--- src/rtl/ibex_rf_switch_ctrl_pkg.sv ---
`default_nettype none
// ============================================================================
// Module   : ibex_rf_switch_ctrl_pkg
// Brief    : Shared types, constants and save-area address helper for the
//            register-file context-switch controller.
// Revision : 1.0 - initial release
// ============================================================================
package ibex_rf_switch_ctrl_pkg;

    typedef enum logic [2:0] {
        RF_SW_IDLE      = 3'd0,
        RF_SW_SAVE_REQ  = 3'd1,
        RF_SW_SAVE_WAIT = 3'd2,
        RF_SW_LOAD_REQ  = 3'd3,
        RF_SW_LOAD_WAIT = 3'd4,
        RF_SW_DONE      = 3'd5
    } rf_switch_state_e;

    localparam int unsigned c_RF_SAVE_AREA_BITS = 7;

    // Each register file owns a 2^area_bits byte window; register r lives at word r.
    function automatic logic [31:0] rf_save_addr(input logic [31:0]  rf_id,
                                                 input logic [4:0]   idx,
                                                 input int unsigned  area_bits);
        return (rf_id << area_bits) + {25'd0, idx, 2'b00};
    endfunction

endpackage
`default_nettype wire

--- src/rtl/ibex_rf_switch_ctrl_if.sv ---
`default_nettype none
// ============================================================================
// Module   : ibex_rf_switch_ctrl_if
// Brief    : Switch request, register-file port and data-bus bundle of the
//            context-switch controller.
// Revision : 1.0 - initial release
// ============================================================================
interface ibex_rf_switch_ctrl_if #(
    parameter int unsigned DATA_WIDTH = 32
);
    logic                  switch_req_i;
    logic [31:0]           switch_id_i;
    logic                  switch_ack_o;
    logic                  switch_done_o;
    logic                  switch_err_o;
    logic [31:0]           active_rf_o;
    logic                  core_halt_o;
    logic [4:0]            rf_raddr_c_o;
    logic [DATA_WIDTH-1:0] rf_rdata_c_i;
    logic [4:0]            rf_waddr_o;
    logic [DATA_WIDTH-1:0] rf_wdata_o;
    logic                  rf_we_o;
    logic                  data_req_o;
    logic                  data_gnt_i;
    logic                  data_rvalid_i;
    logic                  data_we_o;
    logic [3:0]            data_be_o;
    logic [31:0]           data_addr_o;
    logic [31:0]           data_wdata_o;
    logic [31:0]           data_rdata_i;
    logic                  data_err_i;

    modport master (
        input  switch_req_i, switch_id_i, rf_rdata_c_i,
               data_gnt_i, data_rvalid_i, data_rdata_i, data_err_i,
        output switch_ack_o, switch_done_o, switch_err_o, active_rf_o, core_halt_o,
               rf_raddr_c_o, rf_waddr_o, rf_wdata_o, rf_we_o,
               data_req_o, data_we_o, data_be_o, data_addr_o, data_wdata_o
    );

    modport slave (
        output switch_req_i, switch_id_i, rf_rdata_c_i,
               data_gnt_i, data_rvalid_i, data_rdata_i, data_err_i,
        input  switch_ack_o, switch_done_o, switch_err_o, active_rf_o, core_halt_o,
               rf_raddr_c_o, rf_waddr_o, rf_wdata_o, rf_we_o,
               data_req_o, data_we_o, data_be_o, data_addr_o, data_wdata_o
    );
endinterface
`default_nettype wire

--- src/rtl/ibex_rf_switch_ctrl.sv ---
`default_nettype none
// ============================================================================
// Module   : ibex_rf_switch_ctrl
// Brief    : Spills the active register file to memory and fills the target
//            file from its save area, one bus transaction at a time.
// Revision : 1.0 - initial release
// ============================================================================
module ibex_rf_switch_ctrl
    import ibex_rf_switch_ctrl_pkg::*;
#(
    parameter logic [31:0] BOOT_REG_FILE  = 32'h0,
    parameter int unsigned NUM_REGS       = 32,
    parameter int unsigned SAVE_AREA_BITS = c_RF_SAVE_AREA_BITS,
    parameter int unsigned DATA_WIDTH     = 32
) (
    input wire                    clk_i,
    input wire                    rst_i,
    ibex_rf_switch_ctrl_if.master bus
);

    localparam logic [2:0] c_IDLE      = RF_SW_IDLE;
    localparam logic [2:0] c_SAVE_REQ  = RF_SW_SAVE_REQ;
    localparam logic [2:0] c_SAVE_WAIT = RF_SW_SAVE_WAIT;
    localparam logic [2:0] c_LOAD_REQ  = RF_SW_LOAD_REQ;
    localparam logic [2:0] c_LOAD_WAIT = RF_SW_LOAD_WAIT;
    localparam logic [2:0] c_DONE      = RF_SW_DONE;

    localparam logic [4:0] c_FIRST_IDX = 5'd1;
    localparam logic [4:0] c_LAST_IDX  = 5'(NUM_REGS - 1);

    logic [2:0]  r_state,  w_state_nxt;
    logic [31:0] r_active, w_active_nxt;
    logic [31:0] r_target, w_target_nxt;
    logic [4:0]  r_idx,    w_idx_nxt;

    logic        w_ack, w_done, w_err, w_rf_we, w_req, w_we;
    logic [4:0]  w_raddr, w_waddr;
    logic [3:0]  w_be;
    logic [31:0] w_addr, w_wdata;
    logic [DATA_WIDTH-1:0] w_rf_wdata;
    logic [31:0] w_save_addr, w_load_addr;

    assign w_save_addr = rf_save_addr(r_active, r_idx, SAVE_AREA_BITS);
    assign w_load_addr = rf_save_addr(r_target, r_idx, SAVE_AREA_BITS);

    always_comb begin
        w_state_nxt  = r_state;
        w_active_nxt = r_active;
        w_target_nxt = r_target;
        w_idx_nxt    = r_idx;
        w_ack        = 1'b0;
        w_done       = 1'b0;
        w_err        = 1'b0;
        w_rf_we      = 1'b0;
        w_req        = 1'b0;
        w_we         = 1'b0;
        w_raddr      = '0;
        w_waddr      = '0;
        w_be         = '0;
        w_addr       = '0;
        w_wdata      = '0;
        w_rf_wdata   = '0;
        case (r_state)
            c_IDLE: begin
                w_ack = bus.switch_req_i;
                if (bus.switch_req_i) begin
                    w_target_nxt = bus.switch_id_i;
                    w_idx_nxt    = c_FIRST_IDX;
                    w_state_nxt  = (bus.switch_id_i == r_active) ? c_DONE : c_SAVE_REQ;
                end
            end
            c_SAVE_REQ: begin
                w_raddr = r_idx;
                w_req   = 1'b1;
                w_we    = 1'b1;
                w_be    = 4'hF;
                w_addr  = w_save_addr;
                w_wdata = bus.rf_rdata_c_i;
                if (bus.data_gnt_i) w_state_nxt = c_SAVE_WAIT;
            end
            c_SAVE_WAIT: begin
                if (bus.data_rvalid_i) begin
                    if (bus.data_err_i) begin
                        w_err       = 1'b1;
                        w_state_nxt = c_IDLE;
                    end else if (r_idx == c_LAST_IDX) begin
                        w_idx_nxt   = c_FIRST_IDX;
                        w_state_nxt = c_LOAD_REQ;
                    end else begin
                        w_idx_nxt   = r_idx + 5'd1;
                        w_state_nxt = c_SAVE_REQ;
                    end
                end
            end
            c_LOAD_REQ: begin
                w_req  = 1'b1;
                w_be   = 4'hF;
                w_addr = w_load_addr;
                if (bus.data_gnt_i) w_state_nxt = c_LOAD_WAIT;
            end
            c_LOAD_WAIT: begin
                // Registers already restored stay restored if a later load faults.
                if (bus.data_rvalid_i) begin
                    if (bus.data_err_i) begin
                        w_err       = 1'b1;
                        w_state_nxt = c_IDLE;
                    end else begin
                        w_rf_we    = 1'b1;
                        w_waddr    = r_idx;
                        w_rf_wdata = bus.data_rdata_i;
                        if (r_idx == c_LAST_IDX) begin
                            w_state_nxt = c_DONE;
                        end else begin
                            w_idx_nxt   = r_idx + 5'd1;
                            w_state_nxt = c_LOAD_REQ;
                        end
                    end
                end
            end
            c_DONE: begin
                w_done       = 1'b1;
                w_active_nxt = r_target;
                w_state_nxt  = c_IDLE;
            end
            default: w_state_nxt = c_IDLE;
        endcase
    end

    always_ff @(posedge clk_i) begin
        if (rst_i) begin
            r_state  <= c_IDLE;
            r_active <= BOOT_REG_FILE;
            r_target <= '0;
            r_idx    <= c_FIRST_IDX;
        end else begin
            r_state  <= w_state_nxt;
            r_active <= w_active_nxt;
            r_target <= w_target_nxt;
            r_idx    <= w_idx_nxt;
        end
    end

    assign bus.switch_ack_o  = w_ack;
    assign bus.switch_done_o = w_done;
    assign bus.switch_err_o  = w_err;
    assign bus.active_rf_o   = r_active;
    assign bus.core_halt_o   = (r_state != c_IDLE);
    assign bus.rf_raddr_c_o  = w_raddr;
    assign bus.rf_waddr_o    = w_waddr;
    assign bus.rf_wdata_o    = w_rf_wdata;
    assign bus.rf_we_o       = w_rf_we;
    assign bus.data_req_o    = w_req;
    assign bus.data_we_o     = w_we;
    assign bus.data_be_o     = w_be;
    assign bus.data_addr_o   = w_addr;
    assign bus.data_wdata_o  = w_wdata;

endmodule
`default_nettype wire

--- src/flat_wrapper.sv ---
// flat-port wrapper written by rule: the top's interface ports become plain ports
module ibex_rf_switch_ctrl_flat import ibex_rf_switch_ctrl_pkg::*;
#(
    parameter logic [31:0] BOOT_REG_FILE  = 32'h0,
    parameter int unsigned NUM_REGS       = 32,
    parameter int unsigned SAVE_AREA_BITS = c_RF_SAVE_AREA_BITS,
    parameter int unsigned DATA_WIDTH     = 32
)
  (clk_i, rst_i, bus_switch_req_i, bus_switch_id_i, bus_rf_rdata_c_i, bus_data_gnt_i, bus_data_rvalid_i, bus_data_rdata_i, bus_data_err_i, bus_switch_ack_o, bus_switch_done_o, bus_switch_err_o, bus_active_rf_o, bus_core_halt_o, bus_rf_raddr_c_o, bus_rf_waddr_o, bus_rf_wdata_o, bus_rf_we_o, bus_data_req_o, bus_data_we_o, bus_data_be_o, bus_data_addr_o, bus_data_wdata_o);
  ibex_rf_switch_ctrl_if #(.DATA_WIDTH(DATA_WIDTH)) bus_i ();
  input wire clk_i;
  input wire rst_i;
  input wire logic [$bits(bus_i.switch_req_i)-1:0] bus_switch_req_i;
  input wire logic [$bits(bus_i.switch_id_i)-1:0] bus_switch_id_i;
  input wire logic [$bits(bus_i.rf_rdata_c_i)-1:0] bus_rf_rdata_c_i;
  input wire logic [$bits(bus_i.data_gnt_i)-1:0] bus_data_gnt_i;
  input wire logic [$bits(bus_i.data_rvalid_i)-1:0] bus_data_rvalid_i;
  input wire logic [$bits(bus_i.data_rdata_i)-1:0] bus_data_rdata_i;
  input wire logic [$bits(bus_i.data_err_i)-1:0] bus_data_err_i;
  output wire logic [$bits(bus_i.switch_ack_o)-1:0] bus_switch_ack_o;
  output wire logic [$bits(bus_i.switch_done_o)-1:0] bus_switch_done_o;
  output wire logic [$bits(bus_i.switch_err_o)-1:0] bus_switch_err_o;
  output wire logic [$bits(bus_i.active_rf_o)-1:0] bus_active_rf_o;
  output wire logic [$bits(bus_i.core_halt_o)-1:0] bus_core_halt_o;
  output wire logic [$bits(bus_i.rf_raddr_c_o)-1:0] bus_rf_raddr_c_o;
  output wire logic [$bits(bus_i.rf_waddr_o)-1:0] bus_rf_waddr_o;
  output wire logic [$bits(bus_i.rf_wdata_o)-1:0] bus_rf_wdata_o;
  output wire logic [$bits(bus_i.rf_we_o)-1:0] bus_rf_we_o;
  output wire logic [$bits(bus_i.data_req_o)-1:0] bus_data_req_o;
  output wire logic [$bits(bus_i.data_we_o)-1:0] bus_data_we_o;
  output wire logic [$bits(bus_i.data_be_o)-1:0] bus_data_be_o;
  output wire logic [$bits(bus_i.data_addr_o)-1:0] bus_data_addr_o;
  output wire logic [$bits(bus_i.data_wdata_o)-1:0] bus_data_wdata_o;
  assign bus_i.switch_req_i = bus_switch_req_i;
  assign bus_i.switch_id_i = bus_switch_id_i;
  assign bus_i.rf_rdata_c_i = bus_rf_rdata_c_i;
  assign bus_i.data_gnt_i = bus_data_gnt_i;
  assign bus_i.data_rvalid_i = bus_data_rvalid_i;
  assign bus_i.data_rdata_i = bus_data_rdata_i;
  assign bus_i.data_err_i = bus_data_err_i;
  assign bus_switch_ack_o = bus_i.switch_ack_o;
  assign bus_switch_done_o = bus_i.switch_done_o;
  assign bus_switch_err_o = bus_i.switch_err_o;
  assign bus_active_rf_o = bus_i.active_rf_o;
  assign bus_core_halt_o = bus_i.core_halt_o;
  assign bus_rf_raddr_c_o = bus_i.rf_raddr_c_o;
  assign bus_rf_waddr_o = bus_i.rf_waddr_o;
  assign bus_rf_wdata_o = bus_i.rf_wdata_o;
  assign bus_rf_we_o = bus_i.rf_we_o;
  assign bus_data_req_o = bus_i.data_req_o;
  assign bus_data_we_o = bus_i.data_we_o;
  assign bus_data_be_o = bus_i.data_be_o;
  assign bus_data_addr_o = bus_i.data_addr_o;
  assign bus_data_wdata_o = bus_i.data_wdata_o;
  ibex_rf_switch_ctrl #(.BOOT_REG_FILE(BOOT_REG_FILE), .NUM_REGS(NUM_REGS), .SAVE_AREA_BITS(SAVE_AREA_BITS), .DATA_WIDTH(DATA_WIDTH)) u_core (.clk_i(clk_i), .rst_i(rst_i), .bus(bus_i));
endmodule
--- config.mk ---
export PLATFORM = sky130hd
export DESIGN_NAME = ibex_rf_switch_ctrl_flat
export DESIGN_NICKNAME = d
export VERILOG_FILES = /design/src/rtl/ibex_rf_switch_ctrl_pkg.sv /design/src/rtl/ibex_rf_switch_ctrl_if.sv /design/src/rtl/ibex_rf_switch_ctrl.sv /design/src/flat_wrapper.sv
export SDC_FILE = /design/constraint.sdc
export NUM_CORES = 1
export LEC_CHECK = 0
export ABC_AREA = 1
export BUFFER_PORTS_ARGS = -buffer_cell sky130_fd_sc_hd__clkbuf_2
export CORE_MARGIN = 5
export CORE_UTILIZATION = 35
export DETAILED_ROUTE_END_ITERATION = 16
export GPL_ROUTABILITY_DRIVEN = 1
export PLACE_DENSITY_LB_ADDON = 0.3
export RECOVER_POWER = 25
export SYNTH_ARGS = -nofsm -noshare
export SYNTH_HDL_FRONTEND = slang
export SYNTH_SLANG_ARGS = --single-unit
export TNS_END_PERCENT = 10
--- constraint.sdc ---
create_clock -name clk_i -period 2.18 [get_ports clk_i]
set_clock_uncertainty 0.1 [all_clocks]
set_input_delay 0.218 -clock clk_i [delete_from_list [all_inputs] [get_ports clk_i]]
set_output_delay 0.218 -clock clk_i [all_outputs]
set_load 0.05 [all_outputs]
==> run metrics, run 1 <==
Area after DPL=5866 sq um; CTS tree=built; ANT nets after route=0; Detailed Place HPWL=11.24 mm; setup TNS=0 ns; row count=39; Die ar.=13810 sq um; Num Clock Sinks=72; worst-margin pin slew=0.6642 ns; Via density=4.528; final setup margin=0.06765 ns; DIE HEIGHT=117.5 microns; CP Buf/Inv Count=4; Starting Density=35.58%; most frequent cells in the layout=clkbuf_2, inv_1, nand2_1; Seq/Total Area, Yosys=35.63%; CP dominant cell by count=nor2_1; max_slew headroom=55.91%; P_leak=3.209 nW; most common cell after layout, fill and taps aside=clkbuf_2; clk buf depth=2; status=complete, no violations; Worst Path Arrival=1.79 ns; Crit. End Element=primary output; crit share post-route=96.90%; Layout Utilization=56.08%; CP startpoint kind=register; initial antenna violation count=0; clock slew at reported path FFs=0.06 ns; final instance area=6376 sq um; Netlist cell types=27; unrepaired setup endpoints after global routing=yes; first-pass GRT wire length=22.47 mm; GRT Overall Usage=19.59%; Pwr per Cell Area=774.2 nW/um^2; Hold Crit Class=in2reg; mapped cell area=4045 sq um; nets=997; DP Cell Count=1025; CP Cell Sequence=nor2_1, nand2_1, inv_2, nand2_2, nor2_4, inv_4, buf_12, nor2_1, clkbuf_8; post-synthesis instance total=658; worst-path fanout max=19; Hold Fails Final Rpt=0; fin cells=1041; # IOs=251; register bit total from synthesis=72; post-CTS setup buffer count=0; clock root cell=clkbuf_16; Worst path max stage delay=0.36 ns; final wirelength=14.42 mm; Synth Warn #=0; initial drt markers=160; Setup Viol. Count Final=0; number of global-route vias before repair=4355; vias=4714; maxcap violations=0; slowest cell on the critical path=dfxtp_2; crit path time final=2.112 ns; GRT overflow=0; Area Overhead vs Synth=57.62%; worst IR drop on VDD=0.4343 mV; IO buf count=248; synthesized area per cell=6.148 sq um; core area=11370 sq um; largest net degree at the start of global routing=60; max frequency=473.4 MHz; Clock Latency Late Sink=0.33 ns; H-Tree Depth=3; ANT cells=0; GP Congestion=0.8957; chip width=117.5 microns; CP Class=reg2out; CTS buffer count=9; residual DRC count=0; number of detailed-route iterations in the first pass=5; worst path required time=1.86 ns; critical path's top delay family=buffers and inverters; pre-CTS WS=0.1832 ns; Wirelength per Cell=13.85 microns; fraction of layout cells with a size suffix above 1=33.74%; fin. max-slew vios=0
worst min-delay path, stage by stage:
cell and delay [ns]:
clkbuf_2 0.10, nand2_1 0.06, a21oi_1 0.05
report_power, final:
part           internal [W]  total, W  switching, W
clock network      0.000900   0.00150      0.000600
registers           0.00144   0.00150     0.0000532
logic              0.000532   0.00194       0.00141
total               0.00288   0.00494       0.00206
cell families after synthesis:
| logic type | Yosys count | share of synthesized area, % |
|---|---|---|
| AOI/OAI and AO/OA | 158 | 20.23 |
| buffers and inverters | 184 | 17.91 |
| DFF | 72 | 35.63 |
| xor gates and xnor gates | 19 | 4.114 |
| adders and majority gates | 2 | 0.6185 |
| and+or+nand+nor | 222 | 21.40 |
| other | 1 | 0.09270 |
metal layers:
layer	up-vias	global-route usage, %	share of wire [%]	wire (microns)
met2	180	34.94	52	7454
met3	15	4.709	6.7	961
met4	0	5.376	1.4	208
met1	2055	23.38	40	5798
met5	-	0	0	0
li1	2464	-	-	-
sequential cells by signal, summed over array words and instances, names as in the netlist:
register	flops
u_core.bus.active_rf_o	32
u_core.r_idx	5
u_core.r_state	3
u_core.r_target	32
cell usage after synthesis (all sizes together):
library cell | n | share of area [%]
xor2 | 1 | 0.22
buf | 21 | 2.8
o21ai | 80 | 10
xnor2 | 18 | 3.9
nand2 | 97 | 9.1
o22ai | 12 | 1.9
a21oi | 64 | 8.0
a31oi | 1 | 0.15
clkinv | 1 | 0.093
nand4 | 2 | 0.31
o221ai | 1 | 0.22
clkbuf | 15 | 1.4
nor3 | 8 | 1.2
ha | 2 | 0.62
nor2 | 111 | 10
inv | 147 | 14
dfxtp | 72 | 36
conb | 1 | 0.093
nand3 | 4 | 0.49
per-stage QoR:
step | total power, W | hold slack [ns]
after floorplan | 0.002863 | 0.2626
after global placement | 0.003420 | 0.3548
after detailed placement | 0.003429 | 0.3612
after CTS | 0.004945 | 0.03741
after global routing | 0.005185 | 0.04478
final | 0.004936 | 0.04461
timing repair:
item                                    CTS  global route
hold buffers                              0             0
pin swaps                                 0             0
cloned                                    0             0
endpoints found under the setup margin   52            80
gates resized for setup                  44            74
worst paths after layout:
check | end | cells after the start | slack [ns] | start
setup / recovery | bus_rf_waddr_o[4] | 9 | 0.07 | u_core.r_state[1]
hold / removal | u_core.r_target[30] | 3 | 0.04 | bus_switch_id_i[30]
setup reg to reg | u_core.r_idx[2] | 11 | 0.29 | u_core.r_idx[0]
hold reg to reg | u_core.r_target[30] | 2 | 0.37 | u_core.r_target[30]
layout make-up:
class | instances | area (sq um)
fillers | 1150 | 4994
multi-input cells | 403 | 2086
repair buffers | 259 | 1800
flip-flops and latches | 72 | 1444
inverters | 148 | 561.8
clock buffers | 9 | 225.2
well taps | 143 | 178.9
clock inverters | 7 | 80.08
Note: power is estimated with default switching activity, not from simulation.
==> run 2, diff against run 1 <==
--- a/config.mk
+++ b/config.mk
@@ -8,7 +8,7 @@
 export ABC_AREA = 1
 export BUFFER_PORTS_ARGS = -buffer_cell sky130_fd_sc_hd__clkbuf_2
 export CORE_MARGIN = 5
-export CORE_UTILIZATION = 35
+export CORE_UTILIZATION = 32
 export DETAILED_ROUTE_END_ITERATION = 16
 export GPL_ROUTABILITY_DRIVEN = 1
 export PLACE_DENSITY_LB_ADDON = 0.3
==> run 2 against run 1 <==
  * First-iteration DRC count rose by 46%
  * Final area rose by 2.2%
  * Clock power barely moved
  * Wire length rose by 0.85%
  * Core utilization fell by 4.0 points
  * Flip-flop and latch count did not move
  * Sequential power barely moved
  * Sequential share of layout area fell by 0.49 points
  * Largest cell class unchanged
  * Largest power group unchanged
==> run metrics, run 2 (same netlist as run 1, synthesis figures left out) <==
clk buf depth=2; most frequent cells in the layout=clkbuf_2, inv_1, nand2_1; Layout Utilization=52.06%; fraction of layout cells with a size suffix above 1=33.70%; worst-margin pin slew=0.6682 ns; Pwr per Cell Area=754.5 nW/um^2; Worst Path Arrival=1.84 ns; Worst Setup SP=u_core.r_state[1]; core area=12520 sq um; CP startpoint kind=register; Crit. End Element=primary output; IO buf count=248; Reg area=1444 sq um; GP Congestion=0.8188; Hold Crit Class=in2reg; max_slew headroom=55.64%; vias=4739; hold buffer count at CTS=0; most common cell after layout, fill and taps aside=clkbuf_2; CTS buffer count=9; DP Cell Count=1053; ANT nets after route=0; GRT overflow=0; Num Clock Sinks=72; crit path time final=2.159 ns; worst IR drop on VDD=0.4291 mV; Reg2Reg Launch Point=u_core.r_state[0]; clock root cell=clkbuf_16; P_leak=3.233 nW; CP Class=reg2out; initial drt markers=233; ANT cells=0; residual DRC count=0; CTS tree=built; WHS=0.04066 ns; HP Start=bus_switch_id_i[30]; chip width=122.4 microns; number of global-route vias before repair=4225; final setup margin=0.02138 ns; post-CTS setup buffer count=0; Clock Latency Late Sink=0.33 ns; worst path required time=1.86 ns; area of the multi-input gates=2095 sq um; GRT Overall Usage=17.28%; number of detailed-route iterations in the first pass=5; initial antenna violation count=0; H-Tree Depth=3; Area Overhead vs Synth=61.09%; fin. max-slew vios=0; fin cells=1071; Filler cells=1258; Hold Fails Final Rpt=0; unrepaired setup endpoints after global routing=yes; nets=998; Via density=4.425; Setup Viol. Count Final=0; pre-CTS WS=0.2047 ns; cells on worst reg2reg path=8; status=complete, no violations; largest net degree at the start of global routing=56; Wirelength per Cell=13.58 microns; first-pass GRT wire length=20.66 mm; worst-path fanout max=19; DIE HEIGHT=122.4 microns; maxcap violations=0; crit share post-route=99.02%; # IOs=251; Die ar.=14990 sq um; final wirelength=14.55 mm; clock slew at reported path FFs=0.06 ns; row count=41; hold depth=3; Detailed Place HPWL=10.91 mm; Starting Density=32.32%; max frequency=463.3 MHz
-- run 2: cell types whose count changed in the layout (fill, tap and decap cells not counted), moves of 2 or more --
cell / previous run / this run
buf_6: 12 / 37
buf_4: 22 / 13
clkbuf_4: 13 / 10
clkbuf_8: 3 / 1
o21ai_1: 16 / 14
clkbuf_2: 150 / 142
inv_4: 2 / 0
-- run 2: area by class of cell --
| cell class | instances | share of cell area [%] |
|---|---|---|
| tap | 172 | 3.303 |
| timing repair buffer | 260 | 29.17 |
| sequential | 72 | 22.16 |
| inverter | 148 | 8.525 |
| clock buffer | 10 | 3.667 |
| clock inverter | 6 | 1.037 |
| multi-input combinational | 403 | 32.14 |
-- run 2: worst paths after layout --
path / end / slack, ns
max: bus_rf_wdata_o[0] / 0.02
min: u_core.r_target[30] / 0.04
max reg2reg: u_core.r_target[0] / 0.29
min reg2reg: u_core.r_target[28] / 0.37
-- run 2: stage by stage --
step | total power [W] | TNS, ns | instance area (sq um)
2_1_floorplan | 0.002863 | -1.436 | 4192
3_3_place_gp | 0.003422 | 0 | 5882
3_5_place_dp | 0.003433 | 0 | 5882
4_1_cts | 0.004961 | -0.008777 | 6354
5_1_grt | 0.005170 | -0.6928 | 6516
6_report | 0.004916 | 0 | 6516
-- run 2: power breakdown --
part	switching, W	total, W	internal, W
combinational	0.00140	0.00193	0.000525
clock	0.000569	0.00149	0.000921
sequential	0.0000533	0.00150	0.00145
total	0.00203	0.00492	0.00289
-- run 2: timing repair --
item / 4_1_cts / 5_1_grt
resized for setup: 58 / 94
setup endpoints to repair: 56 / 81
gates cloned: 0 / 2
-- run 2: layer usage --
metal | global-route usage [%] | wire length [microns] | vias up
met3 | 4.608 | 1112 | 14
met5 | 0 | 0 | -
li1 | - | - | 2461
met1 | 20.53 | 5975 | 2100
met2 | 30.64 | 7273 | 164
met4 | 4.759 | 185 | 0
-- run 2: critical path, cell delays in order, from the launching register on --
cell and delay, ns:
dfxtp_2 0.36, nor2_1 0.12, nand2_1 0.10, inv_2 0.09
nand2_1 0.09, nor2_4 0.11, inv_2 0.08, buf_12 0.17
nor2_1 0.19, buf_6 0.20
==> run 3, diff against run 2 <==
--- a/config.mk
+++ b/config.mk
@@ -11,6 +11,7 @@
 export CORE_UTILIZATION = 32
 export DETAILED_ROUTE_END_ITERATION = 16
 export GPL_ROUTABILITY_DRIVEN = 1
+export MAX_ROUTING_LAYER = met4
 export PLACE_DENSITY_LB_ADDON = 0.3
 export RECOVER_POWER = 25
 export SYNTH_ARGS = -nofsm -noshare
==> run 3 against run 2 <==
  * Sequential power hardly changed
  * Total power is 0.13% higher
  * Via count is 0.89% lower
  * Critical path depth is 2 lower
  * First-iteration DRC count is 16% higher
  * Critical path type unchanged
  * Critical endpoint is now bus_data_addr_o[31]
==> run metrics, run 3 (same netlist as run 1, synthesis figures left out) <==
status=complete, no violations; initial antenna violation count=0; post-CTS setup buffer count=0; CP startpoint kind=register; CTS buffer count=9; CP Cell Sequence=clkinv_1, buf_4, nor3_4, buf_4, nand2_1, o21ai_0, buf_12; clock slew at reported path FFs=0.06 ns; Wirelength per Cell=13.33 microns; Setup Viol. Count Final=0; row count=41; initial drt markers=271; Hold Fails Final Rpt=0; Filler cells=1273; Area Overhead vs Synth=59.02%; cells on worst reg2reg path=11; Layout Utilization=51.39%; Crit. End Element=primary output; ANT nets after route=0; CP dominant cell by count=buf_4; first-pass GRT wire length=20.64 mm; H-Tree Depth=3; fraction of layout cells with a size suffix above 1=33.93%; IO buf count=248; Via density=4.386; Detailed Place HPWL=10.91 mm; GRT Overall Usage=17.75%; setup TNS=0 ns; CP Class=reg2out; number of global-route vias before repair=4230; nets=998; crit path time final=2.138 ns; Clock Latency Late Sink=0.33 ns; most common cell after layout, fill and taps aside=inv_1; largest net degree at the start of global routing=56; maxcap violations=0; hold buffer count at CTS=0; CTS tree=built; Worst path max stage delay=0.36 ns; hold depth=3; Area after DPL=5882 sq um; number of detailed-route iterations in the first pass=4; residual DRC count=0; worst-margin pin slew=0.6685 ns; Worst Path Arrival=1.82 ns; core area=12520 sq um; final instance area=6432 sq um; slowest cell on the critical path=dfxtp_1; ANT cells=0; DP Cell Count=1053; GP Congestion=0.8310; Hold Crit Class=in2reg; max_slew headroom=55.62%; clk buf depth=2; worst path required time=1.86 ns; HP Start=bus_switch_id_i[30]; Die ar.=14990 sq um; max frequency=467.7 MHz; most frequent cells in the layout=inv_1, clkbuf_2, nand2_1; unrepaired setup endpoints after global routing=yes; worst IR drop on VDD=0.4284 mV; RR Endpoint=u_core.r_idx[2]; P_leak=3.216 nW; fin. max-slew vios=0; Hold EP=u_core.r_target[30]; chip width=122.4 microns; fin cells=1071; Starting Density=32.32%; DIE HEIGHT=122.4 microns; # IOs=251; flop-to-flop setup slack=0.33 ns; Total Power=0.004923 W; worst-path fanout max=14; crit share post-route=98.07%; GRT overflow=0; clock root cell=clkbuf_16; Pwr per Cell Area=765.3 nW/um^2; final wirelength=14.28 mm; Num Clock Sinks=72; Reg2Reg Launch Point=u_core.r_idx[0]; vias=4697
## run 3: area by class of cell
type,instances,area (sq um),share of cell area [%]
timing repair buffer,260,1814,28.20
inverter,148,555.5,8.636
tap,172,215.2,3.346
sequential,72,1444,22.45
clock buffer,10,239.0,3.715
multi-input combinational,403,2097,32.60
clock inverter,6,67.56,1.050
## run 3: timing repair
item	4_1_cts	5_1_grt
gates cloned	0	2
endpoints found under the setup margin	56	81
resized for setup	58	73
endpoints found under the hold margin	0	0
## run 3: worst max path at each step
stage | startpoint | endpoint | cells after the start
after floorplan | u_core.r_state[0] | bus_data_addr_o[12] | 4
after global routing | u_core.r_state[0] | bus_data_addr_o[31] | 7
after global placement | u_core.r_state[1] | bus_data_addr_o[14] | 6
after detailed placement | u_core.r_state[1] | bus_data_addr_o[20] | 6
after CTS | u_core.r_state[0] | bus_data_addr_o[20] | 7
final | u_core.r_state[0] | bus_data_addr_o[31] | 7
## run 3: worst max-delay path, delay by kind of cell, from the launching register on
family,cells,cell delay [ns]
buffers and inverters,4,0.73
and+or+nand+nor,2,0.20
DFF,1,0.36
AOI/OAI and AO/OA,1,0.20
## run 3: power by group
| group | internal, W | leakage (nW) | total (W) | switching [W] |
|---|---|---|---|---|
| sequential | 0.00145 | 0.589 | 0.00150 | 0.0000554 |
| clock | 0.000921 | 0.145 | 0.00149 | 0.000569 |
| combinational | 0.000531 | 2.48 | 0.00193 | 0.00140 |
| total | 0.00290 | 3.22 | 0.00492 | 0.00203 |
## run 3: per-stage QoR
stage	worst slack [ns]	hold slack, ns
3_3_place_gp	0.2406	0.3558
4_1_cts	-0.004713	0.02896
6_report	0.04205	0.04120
5_1_grt	-0.05973	0.05075
3_5_place_dp	0.2047	0.3622
2_1_floorplan	-0.06168	0.2626
## run 3: metal layers
layer	share of wire [%]	vias to the layer above	track usage (%)
li1	-	2463	-
met1	42	2072	20.90
met2	50	148	30.54
met3	7.2	14	4.055
met4	1.1	0	4.759
met5	0	-	-
